==> src/rtl/vga_timing_generator.sv <==
// Parametrised raster timing generator: position, sync, blanking and strobes, all registered together.
// Optional VGA_TIMING_FRAME_CNT_EN adds a 16-bit frame counter output.
module vga_timing_generator #(
    parameter int H_ACTIVE   = 640,
    parameter int H_FRONT    = 16,
    parameter int H_SYNC     = 96,
    parameter int H_BACK     = 48,
    parameter int V_ACTIVE   = 480,
    parameter int V_FRONT    = 10,
    parameter int V_SYNC     = 2,
    parameter int V_BACK     = 33,
    parameter int H_SYNC_POL = 0,
    parameter int V_SYNC_POL = 0,
    parameter int POS_BITS   = 10
) (
    input  logic                clk,
    input  logic                rst_n,
    input  logic                pix_ce,
    output logic [POS_BITS-1:0] hpos,
    output logic [POS_BITS-1:0] vpos,
    output logic                display_on,
    output logic                vga_h_sync,
    output logic                vga_v_sync,
    output logic                line_start,
    output logic                frame_start,
    output logic                vblank_start
`ifdef VGA_TIMING_FRAME_CNT_EN
    ,
    output logic [15:0]         frame_count
`endif
);

    localparam int H_TOTAL = H_ACTIVE + H_FRONT + H_SYNC + H_BACK;
    localparam int V_TOTAL = V_ACTIVE + V_FRONT + V_SYNC + V_BACK;

    localparam logic [POS_BITS-1:0] H_LAST   = POS_BITS'(H_TOTAL - 1);
    localparam logic [POS_BITS-1:0] V_LAST   = POS_BITS'(V_TOTAL - 1);
    localparam logic [POS_BITS-1:0] H_ACT    = POS_BITS'(H_ACTIVE);
    localparam logic [POS_BITS-1:0] V_ACT    = POS_BITS'(V_ACTIVE);
    localparam logic [POS_BITS-1:0] HS_BEGIN = POS_BITS'(H_ACTIVE + H_FRONT);
    localparam logic [POS_BITS-1:0] HS_END   = POS_BITS'(H_ACTIVE + H_FRONT + H_SYNC - 1);
    localparam logic [POS_BITS-1:0] VS_BEGIN = POS_BITS'(V_ACTIVE + V_FRONT);
    localparam logic [POS_BITS-1:0] VS_END   = POS_BITS'(V_ACTIVE + V_FRONT + V_SYNC - 1);
    localparam logic                H_ASSERT = (H_SYNC_POL != 0);
    localparam logic                V_ASSERT = (V_SYNC_POL != 0);

    // A non-empty back porch keeps the reset position (last pixel) outside sync and active video.
    if (H_BACK < 1) begin : g_chk_h_back
        $error("vga_timing_generator: H_BACK must be >= 1");
    end
    if (V_BACK < 1) begin : g_chk_v_back
        $error("vga_timing_generator: V_BACK must be >= 1");
    end
    if (H_TOTAL > (1 << POS_BITS)) begin : g_chk_h_fit
        $error("vga_timing_generator: H_TOTAL-1 does not fit in POS_BITS");
    end
    if (V_TOTAL > (1 << POS_BITS)) begin : g_chk_v_fit
        $error("vga_timing_generator: V_TOTAL-1 does not fit in POS_BITS");
    end

    logic [POS_BITS-1:0] hpos_q, hpos_d;
    logic [POS_BITS-1:0] vpos_q, vpos_d;
    logic                display_on_q, display_on_d;
    logic                h_sync_q, h_sync_d;
    logic                v_sync_q, v_sync_d;
    logic                line_start_q, line_start_d;
    logic                frame_start_q, frame_start_d;
    logic                vblank_start_q, vblank_start_d;

    // Every decoded output is derived from the next position so it lands with it on the same edge.
    always_comb begin
        hpos_d         = hpos_q;
        vpos_d         = vpos_q;
        display_on_d   = display_on_q;
        h_sync_d       = h_sync_q;
        v_sync_d       = v_sync_q;
        line_start_d   = 1'b0;
        frame_start_d  = 1'b0;
        vblank_start_d = 1'b0;

        if (pix_ce) begin
            if (hpos_q == H_LAST) begin
                hpos_d = '0;
                vpos_d = (vpos_q == V_LAST) ? '0 : vpos_q + 1'b1;
            end else begin
                hpos_d = hpos_q + 1'b1;
            end

            display_on_d   = (hpos_d < H_ACT) && (vpos_d < V_ACT);
            h_sync_d       = ((hpos_d >= HS_BEGIN) && (hpos_d <= HS_END)) ? H_ASSERT : ~H_ASSERT;
            v_sync_d       = ((vpos_d >= VS_BEGIN) && (vpos_d <= VS_END)) ? V_ASSERT : ~V_ASSERT;
            line_start_d   = (hpos_d == '0);
            frame_start_d  = (hpos_d == '0) && (vpos_d == '0);
            vblank_start_d = (hpos_d == '0) && (vpos_d == V_ACT);
        end
    end

    always_ff @(posedge clk or negedge rst_n) begin
        if (!rst_n) begin
            hpos_q         <= H_LAST;
            vpos_q         <= V_LAST;
            display_on_q   <= 1'b0;
            h_sync_q       <= ~H_ASSERT;
            v_sync_q       <= ~V_ASSERT;
            line_start_q   <= 1'b0;
            frame_start_q  <= 1'b0;
            vblank_start_q <= 1'b0;
        end else begin
            hpos_q         <= hpos_d;
            vpos_q         <= vpos_d;
            display_on_q   <= display_on_d;
            h_sync_q       <= h_sync_d;
            v_sync_q       <= v_sync_d;
            line_start_q   <= line_start_d;
            frame_start_q  <= frame_start_d;
            vblank_start_q <= vblank_start_d;
        end
    end

    assign hpos         = hpos_q;
    assign vpos         = vpos_q;
    assign display_on   = display_on_q;
    assign vga_h_sync   = h_sync_q;
    assign vga_v_sync   = v_sync_q;
    assign line_start   = line_start_q;
    assign frame_start  = frame_start_q;
    assign vblank_start = vblank_start_q;

`ifdef VGA_TIMING_FRAME_CNT_EN
    logic [15:0] frame_count_q, frame_count_d;

    always_comb begin
        frame_count_d = frame_start_d ? frame_count_q + 16'd1 : frame_count_q;
    end

    always_ff @(posedge clk or negedge rst_n) begin
        if (!rst_n) begin
            frame_count_q <= 16'd0;
        end else begin
            frame_count_q <= frame_count_d;
        end
    end

    assign frame_count = frame_count_q;
`endif

endmodule
==> config.mk <==
export PLATFORM = sky130hd
export DESIGN_NAME = vga_timing_generator
export DESIGN_NICKNAME = d
export VERILOG_FILES = /design/src/rtl/vga_timing_generator.sv
export SDC_FILE = /design/constraint.sdc
export NUM_CORES = 1
export LEC_CHECK = 0
export BUFFER_PORTS_ARGS = -buffer_cell sky130_fd_sc_hd__buf_2
export CAP_MARGIN = 20
export CORE_MARGIN = 5
export CORE_UTILIZATION = 29
export DETAILED_ROUTE_END_ITERATION = 7
export GPL_ROUTABILITY_DRIVEN = 0
export PLACE_DENSITY_LB_ADDON = 0.15
export SETUP_SLACK_MARGIN = 0.3
export SLEW_MARGIN = 40
export SYNTH_ARGS = -nofsm -noshare
export SYNTH_HDL_FRONTEND = slang
export SYNTH_SLANG_ARGS = --single-unit
==> constraint.sdc <==
create_clock -name clk -period 2.6 [get_ports clk]
set_input_delay 0.13 -clock clk [delete_from_list [all_inputs] [get_ports clk]]
set_output_delay 0.13 -clock clk [all_outputs]
set_load 0.01 [all_outputs]
==> summary.txt <==
Floorplan
  • # IOs: 29
  • Die Ht: just under 90 um
  • Initial core utilization: 0.2985
  • Cell Rows: 28
  • Die ar.: 7797 um2
  • Chip Width: 88.30 um
  • Total core area: 5956 um2

Synthesis
  • Compound-Gate Fraction of Synth Area: 0.1478
  • Gate Count Post-Synth: 212
  • Ys flop type: dfrtp_1
  • Post-synth EDFFs: 0
  • Avg Cell Area, Syn: approximately 8.4 um2
  • Mapped Area: 1778 um2
  • Seq cells post-synth: 26
  • Post-Syn Nets: 220
  • Post-synth ARST share: 1.000
  • Yosys cell types: 48
  • Warnings, synthesis: 0
  • Post-synthesis adder-cell area fraction: 0.03519
  • Simple-gate share of the synthesized area: 0.2759
  • Post-Synth XOR/XNOR Area: 0.08867
  • Mux share of post-synthesis cell area: 0.01830
  • Largest family of logic cells by synthesized area: simple AND/OR/NAND/NOR gates
  • Register area share after synthesis: 0.3744

Worst setup path
  • Slowest stage delay, CP: 0.54 ns
  • R2R Path Start: hpos[9]
  • R2R Setup Slk: slightly above 0.3 ns
  • R2r endpoint: frame_start
  • Crit path DAT: ~2.5 ns
  • Crit path cell chain: or3b_4, or3_4, a311o_1, a211o_1, nor4_4, and4b_1
  • CP top delay family: simple AND/OR/NAND/NOR gates
  • Crit-path max FO: 6
  • Startpoint Class: flop
  • CP required: 2.82 ns
  • Slowest cell on the critical path: dfstp_2
  • Worst setup EP type: flop
  • Worst R2R Path Depth: 6
  • Crit Path Category: flop to flop
  • Worst path buffer plus inverter count: 0

Min path
  • Hold_sp: pix_ce
  • Hold Crit Depth: 4
  • HP Class: input port to flop
  • Hold Path End: hpos[1]

Final layout
  • Fin nets: about 260
  • Area Overhead vs Synth: 25.40%
  • Ant. Diodes: 0
  • Layout Utilization: 0.3744
  • Share of cells above drive strength 1: 0.3266
  • Fin area: 2230 um2

Clock network
  • CTS tree: done
  • Max clock buf depth: 2
  • Clock root buffer: clkbuf_8
  • Clk_lat worst skew: around 0.27 ns
  • Worst-path clk slew: 0.10 ns
  • TritonCTS Buffers: 3
  • H-tree Lvls: 1
  • Clock sink count: 26

STA
  • Relative slew margins: 0.5990
  • Final setup viols: 0
  • Final Hold Vio Count: 0
  • Slew @ Worst Pin: 0.6015 ns
  • Tcrit/Tclk final: 0.8839
  • Max Fclk: 0.4351 GHz
  • Tmin final: around 2.3 ns
  • RSZ-0062 raised after global routing: yes
  • Setup_tns: 0 ns
  • Max Transition Viols Final: 0
  • Final Skew: between 0.004 and 0.005 ns
  • Setup WS post-layout: 0.3018 ns

Place
  • I/O Buffers: 28
  • DP Area: around 2100 um2
  • Pre-CTS setup slack: about 0.17 ns
  • Post-DP HPWL: 3429 um

Power and ir drop
  • Leak: 0.9577 nW
  • Internal Power: 0.7817 mW
  • Sequential Power Share: 0.448
  • Clk network pwr share: 0.201
  • Switching portion of total power: 0.3699
  • Max IR drop VDD: between 0.2 and 0.25 mV
  • Gate power share: 0.351
  • Power density cells: 556.4 nW/um2
  • Net Sw Power: 0.4589 mW

Detailed routing
  • Final ANT Viol Nets: 0
  • 1st-iter DRT viols: 94
  • Vias: 1655
  • DRC viols: 0
  • Routed vias/inst: 5.124
  • Total Wirelength: 4910 um
  • Drt pass-1 iters: 4
  • Wirelength per Cell: 15.20 um

Global routing
  • Total global routing overflow: 0
  • Global-route wire length before repair: 8162 um
  • Pin count of the biggest net entering global routing: 27
  • Initial antenna violation count: 0
  • Vias in the first global route: 1573
  • All-layer global routing usage: 0.1320

Job
  • Max-Cap Viols: 0

Outcome
  • Status: completed
cell type report:
type | count | area, um2
well taps | 75 | 93.84
multi-input cells | 159 | 1080
clock buffers | 4 | 45.04
fillers | 646 | 3726
repair buffers | 51 | 315.3
inverters | 8 | 30.03
flip-flops and latches | 26 | 665.6
what timing repair did:
action                                  in CTS  in global routing
endpoints found under the setup margin       5                  5
hold buffers                                 1                  0
setup buffers                                6                  1
pin swaps                                    2                  1
hold endpoints to repair                    14                  0
resized for setup                            5                  7
gates cloned                                 0                  0
state kept, by name, summed over array words and instances (netlist names):
signal        cells
display_on        1
vpos             10
vga_h_sync        1
vga_v_sync        1
hpos             10
line_start        1
vblank_start      1
frame_start       1
synthesized netlist by cell type (all sizes together), types with 2 or more instances:
| cell | count | area share |
|---|---|---|
| nor4b | 2 | 0.013 |
| clkbuf | 13 | 0.027 |
| dfstp | 12 | 0.18 |
| nand3b | 2 | 0.0084 |
| nand4 | 8 | 0.028 |
| inv | 8 | 0.017 |
| o31ai | 5 | 0.021 |
| xor2 | 6 | 0.030 |
| and2 | 3 | 0.011 |
| nor4 | 2 | 0.011 |
| nand2b | 2 | 0.0070 |
| mux2 | 2 | 0.013 |
| o21ai | 12 | 0.034 |
| a21oi | 14 | 0.039 |
| o22ai | 2 | 0.0070 |
| nor3 | 9 | 0.028 |
| xnor2 | 12 | 0.059 |
| ha | 5 | 0.035 |
| buf | 6 | 0.015 |
| nand2 | 21 | 0.044 |
| nor2 | 15 | 0.032 |
| or3 | 4 | 0.017 |
| and3 | 3 | 0.011 |
| nand3 | 12 | 0.034 |
| dfrtp | 14 | 0.20 |
worst max-delay path by stage:
stage	start	to	slack (ns)	cells after the start
2_1_floorplan	hpos[1]	frame_start	0.15	8
3_3_place_gp	hpos[9]	display_on	0.18	6
3_5_place_dp	hpos[0]	display_on	0.17	7
4_1_cts	hpos[9]	frame_start	0.26	6
5_1_grt	hpos[9]	frame_start	0.20	7
6_report	hpos[9]	frame_start	0.30	6
power by group through the flow:
stage	registers [mW]	clock network (mW)	logic, mW
6_report	0.555	0.250	0.435
5_1_grt	0.568	0.272	0.489
4_1_cts	0.555	0.259	0.433
3_5_place_dp	0.563	0	0.422
3_3_place_gp	0.562	0	0.424
2_1_floorplan	0.550	0	0.294
worst min-delay path, delay by kind of cell:
| kind | cells | cell delay [ns] |
|---|---|---|
| buf+inv | 2 | 0.33 |
| simple gates | 1 | 0.11 |
| compound gates | 1 | 0.05 |
cells by family after synthesis:
group,count (synthesis)
mux,3
simple gates,90
xor+xnor,18
flops,26
buf+inv,27
compound gates,43
fa+ha+maj,5
placed cells by master (no fill, tap or decap), types with 4 or more instances in the layout:
cell / Yosys / layout
nor2_1: 15 / 15
a21oi_1: 14 / 13
xor2_1: 6 / 6
o31ai_1: 5 / 5
buf_2: 4 / 28
nand2_1: 21 / 21
nand3_1: 12 / 12
buf_4: 0 / 22
nand4_1: 8 / 8
dfrtp_1: 14 / 14
inv_1: 8 / 8
ha_1: 5 / 4
xnor2_1: 12 / 11
dfstp_2: 12 / 12
nor3_1: 8 / 6
o21ai_0: 12 / 10
metal layers:
metal / part of all wire / vias to the layer above / wire length, um / GRT usage
li1: - / 821 / - / -
met4: 0.0055 / 0 / 27 / 0.03709
met5: 0 / - / 0 / 0
met2: 0.47 / 28 / 2307 / 0.2128
met1: 0.49 / 804 / 2414 / 0.1884
met3: 0.033 / 2 / 161 / 0.01210
per-stage QoR:
| step | instances | hold WS, ns | power [mW] |
|---|---|---|---|
| 3_5_place_dp | 311 | 0.1939 | 0.9846 |
| 5_1_grt | 323 | 0.3728 | 1.330 |
| 6_report | 323 | 0.3424 | 1.241 |
| 4_1_cts | 322 | 0.3448 | 1.248 |
| 3_3_place_gp | 311 | 0.1837 | 0.9862 |
| 2_1_floorplan | 212 | -0.1656 | 0.8439 |
Power figures use the tool's default switching activity.
